<file path="src/rtl/mips_mc_control.sv">
// Main control FSM for the multicycle MIPS datapath: decodes the opcode and
// sequences fetch/decode/execute/memory/writeback, driving datapath selects.
module mips_mc_control (
    input  logic       clk,
    input  logic       reset_n,
    input  logic [5:0] op,
    input  logic       zero,
    output logic       iord,
    output logic       alusrca,
    output logic       regdst,
    output logic       memtoreg,
    output logic [1:0] alusrcb,
    output logic [1:0] pcsrc,
    output logic [1:0] aluop,
    output logic       irwrite,
    output logic       memwrite,
    output logic       regwrite,
    output logic       pcwrite,
    output logic       branch,
    output logic       pcen,
    output logic [3:0] state
);

    typedef enum logic [3:0] {
        FETCH   = 4'd0,
        DECODE  = 4'd1,
        MEMADR  = 4'd2,
        MEMRD   = 4'd3,
        MEMWB   = 4'd4,
        MEMWR   = 4'd5,
        EXECUTE = 4'd6,
        ALUWB   = 4'd7,
        BRANCH  = 4'd8,
        ADDIEX  = 4'd9,
        ADDIWB  = 4'd10,
        JUMP    = 4'd11
    } state_t;

    localparam logic [5:0] OP_LW   = 6'b100011;
    localparam logic [5:0] OP_SW   = 6'b101011;
    localparam logic [5:0] OP_RTYP = 6'b000000;
    localparam logic [5:0] OP_BEQ  = 6'b000100;
    localparam logic [5:0] OP_ADDI = 6'b001000;
    localparam logic [5:0] OP_J    = 6'b000010;

    state_t cur;

    always_ff @(posedge clk or negedge reset_n) begin
        if (!reset_n) begin
            cur <= FETCH;
        end else begin
            case (cur)
                FETCH:  cur <= DECODE;
                DECODE: begin
                    case (op)
                        OP_LW, OP_SW: cur <= MEMADR;
                        OP_RTYP:      cur <= EXECUTE;
                        OP_BEQ:       cur <= BRANCH;
                        OP_ADDI:      cur <= ADDIEX;
                        OP_J:         cur <= JUMP;
                        default:      cur <= FETCH;
                    endcase
                end
                // Anything that is not lw here is treated as sw.
                MEMADR:  cur <= (op == OP_LW) ? MEMRD : MEMWR;
                MEMRD:   cur <= MEMWB;
                EXECUTE: cur <= ALUWB;
                ADDIEX:  cur <= ADDIWB;
                default: cur <= FETCH;
            endcase
        end
    end

    // Moore decode; write enables are additionally held off while in reset so
    // nothing is written before the first real fetch cycle.
    always_comb begin
        iord     = 1'b0;
        alusrca  = 1'b0;
        regdst   = 1'b0;
        memtoreg = 1'b0;
        alusrcb  = 2'b00;
        pcsrc    = 2'b00;
        aluop    = 2'b00;
        irwrite  = 1'b0;
        memwrite = 1'b0;
        regwrite = 1'b0;
        pcwrite  = 1'b0;
        branch   = 1'b0;
        case (cur)
            FETCH: begin
                alusrcb = 2'b01;
                irwrite = 1'b1;
                pcwrite = 1'b1;
            end
            DECODE:  alusrcb = 2'b11;
            MEMADR, ADDIEX: begin
                alusrca = 1'b1;
                alusrcb = 2'b10;
            end
            MEMRD:   iord = 1'b1;
            MEMWB: begin
                memtoreg = 1'b1;
                regwrite = 1'b1;
            end
            MEMWR: begin
                iord     = 1'b1;
                memwrite = 1'b1;
            end
            EXECUTE: begin
                alusrca = 1'b1;
                aluop   = 2'b10;
            end
            ALUWB: begin
                regdst   = 1'b1;
                regwrite = 1'b1;
            end
            BRANCH: begin
                alusrca = 1'b1;
                aluop   = 2'b01;
                pcsrc   = 2'b01;
                branch  = 1'b1;
            end
            ADDIWB:  regwrite = 1'b1;
            JUMP: begin
                pcsrc   = 2'b10;
                pcwrite = 1'b1;
            end
            default: ;
        endcase
        if (!reset_n) begin
            irwrite  = 1'b0;
            memwrite = 1'b0;
            regwrite = 1'b0;
            pcwrite  = 1'b0;
        end
    end

    assign pcen  = pcwrite | (branch & zero);
    assign state = cur;

endmodule
</file>
<file path="config.mk">
export PLATFORM = sky130hd
export DESIGN_NAME = mips_mc_control
export DESIGN_NICKNAME = d
export VERILOG_FILES = /design/src/rtl/mips_mc_control.sv
export SDC_FILE = /design/constraint.sdc
export NUM_CORES = 1
export LEC_CHECK = 0
export ABC_AREA = 1
export CORE_MARGIN = 1.5
export CORE_UTILIZATION = 33
export DETAILED_ROUTE_END_ITERATION = 8
export GPL_TIMING_DRIVEN = 0
export PLACE_DENSITY = 0.83
export SETUP_SLACK_MARGIN = 0.2
export SYNTH_ARGS = -nofsm -noshare
export SYNTH_HDL_FRONTEND = slang
export SYNTH_SLANG_ARGS = --single-unit
</file>
<file path="constraint.sdc">
create_clock -name clk -period 1.1 [get_ports clk]
set_clock_uncertainty 0.05 [all_clocks]
set_input_delay 0.22 -clock clk [delete_from_list [all_inputs] [get_ports clk]]
set_output_delay 0.22 -clock clk [all_outputs]
set_load 0.02 [all_outputs]
</file>
==> run metrics <==
status finished, violations left; failing checks setup timing; final setup violation count 24; number of synthesized register bits 4; final WL 2110 um; CTS tree done; port bufs 28; GRT met1 Usage 0.203; DRC errors left 0; Post-Synthesis Cell Area 495 um^2; # H-tree levels 1; Final Hold Viols 0; root buf cell clkbuf_4; met3 usage 0.0217; Antenna diodes 0; max-cap viol count 0; most frequent cell after synthesis nand2_1; worst hold slack 525 ps; die height 41.8 um; register area share after synthesis 0.202; CP max FO 5; max FFs per register 4; total track usage 0.199; Die X 41.8 um; TritonCTS buffer count 3; IR Drop Worst-Case VDD 1.52 mV; Worst-path clk slew 40 ps; worst setup path category reg2out; global route total overflow 0; GR peak layer met2; Final Power 1.92 mW; layout net count 148; Slew Viols, Final 0; DR iter-0 viols 13; die area 1740 um^2; largest area contributor in the netlist dfrtp_1; Min-Delay Path Class in2async; number of synthesized flops with an enable pin 0; syn_nets 99; Slew headroom 0.849; RSZ-0062 raised after global routing true; share of cells above drive strength 1 0.650; Worst Max-Slew Pin Slew 225 ps; f_max 0.599 GHz; Netlist cell types 15; Min Clock Period, post-route 1670 ps; Setup crit start kind register; Routed Antenna Nets 0; number of cell rows 13; synthesized instance count 90; Worst Setup End Kind output port; fill count 87; largest net degree at the start of global routing 7; first-pass GRT wire length 2640 um; cell area power density 1710 nW/um^2; vias in the first global route 662; Vias/cell 4.93; Sink Count 4; IO Pins 29; Yosys top cell area share 0.202; clock buffer depth 2; global placement routability congestion 0.804; CORE AREA 1350 um^2; initial core utilization 0.367; flop-to-flop setup slack -350 ps; Post-Syn Area per Cell 5.51 um^2; share of async-settable or async-resettable flops after synthesis 1.00; Clock Latency Late Sink 250 ps; Final period util 1.52; met2 Use GR 0.359; WL/cell 13.9 um; routed via count 749; drt first pass iters 3; initial antenna violation count 0; Synth Flop Type dfrtp_1; LEAKAGE 0.627 nW; Arr. time, crit path 1400 ps; Final WS setup -570 ps; Synth top cells by count nand2_1 (25), nor2_1 (16), inv_1 (15); Synth area leaders dfrtp_1 (20%), nand2_1 (19%), nor2_1 (12%); yosys warns 0; CP required 830 ps; DP Wirelength 1170 um; Syn-to-layout area delta 127%
==> through the flow <==
stage	std cells	TNS (ps)	setup slack, ps	area, um^2	util
CTS	143	-7380	-483	962	0.713
finish	152	-9470	-570	1120	0.832
floorplan	90	-2000	-295	553	-
global route	152	-10360	-621	1120	0.832
detailed placement	133	-12890	-961	852	0.631
global placement	133	-12320	-934	852	0.631
==> cell families after synthesis <==
family                 Yosys count  synth area share
AND/OR/NAND/NOR                 57             0.530
buffers and inverters           22             0.182
AO/OA/AOI/OAI                    7            0.0859
flip-flops                       4             0.202
==> cell usage in the layout, fill, tap and decap left out <==
cell and n:
inv_2 10, clkbuf_4 3, nand2_1 16, nand2_4 6, buf_2 1, nor2_1 10
o21ai_2 3, dlygate4sd3_1 1, nand3_1 2, nor2_2 3, a21oi_2 1, o21ai_0 2
buf_4 12, clkdlybuf4s50_1 7, buf_6 23, nand3_2 3, o21ai_1 1, dlygate4sd2_1 1
inv_1 6, inv_4 4, nand4_1 2, dfrtp_2 4, nor2_4 7, buf_12 1
nand2_8 1, nand2_2 7
==> layout make-up <==
class,count,area [um^2],area share
Multi-Input combinational cell,64,429,0.382
Sequential cell,4,105,0.0935
Clock buffer,3,22.5,0.0200
Tap cell,15,18.8,0.0167
Timing Repair Buffer,44,440,0.392
Buffer,2,22.5,0.0200
Inverter,20,85.1,0.0757
==> what timing repair did <==
| action | in CTS | in global routing |
|---|---|---|
| setup buffers | 6 | 9 |
| endpoints found under the hold margin | 4 | 0 |
| setup endpoints to repair | 24 | 24 |
| hold buffers | 1 | 0 |
| gates resized for setup | 127 | 23 |
| gates cloned | 0 | 0 |
| pin swaps | 14 | 14 |
==> critical path: stages, from the launching register on <==
cell	delay, ps
dfrtp_2	480
nand2_4	120
inv_2	60
nand2_2	80
o21ai_2	60
o21ai_1	180
inv_2	60
buf_6	130
==> power by group <==
part | switching, mW | leakage (nW) | internal (mW)
logic | 0.774 | 0.566 | 0.646
clock network | 0.0735 | 0.0138 | 0.123
registers | 0.112 | 0.0473 | 0.189
==> final timing paths <==
check	start	cells after the start	end
max in group asynchronous	reset_n	2	state[0]
min in group clk	op[3]	4	state[3]
max reg2reg	state[3]	7	state[0]
max	state[1]	7	regwrite
min reg2reg	state[0]	4	state[1]
min	reset_n	2	state[1]
==> layer usage <==
metal,vias up,wire (um)
met4,0,80
met5,-,0
met3,11,104
met2,36,1090
met1,340,842
li1,362,-
No activity file was read; power rests on OpenSTA's default activity.
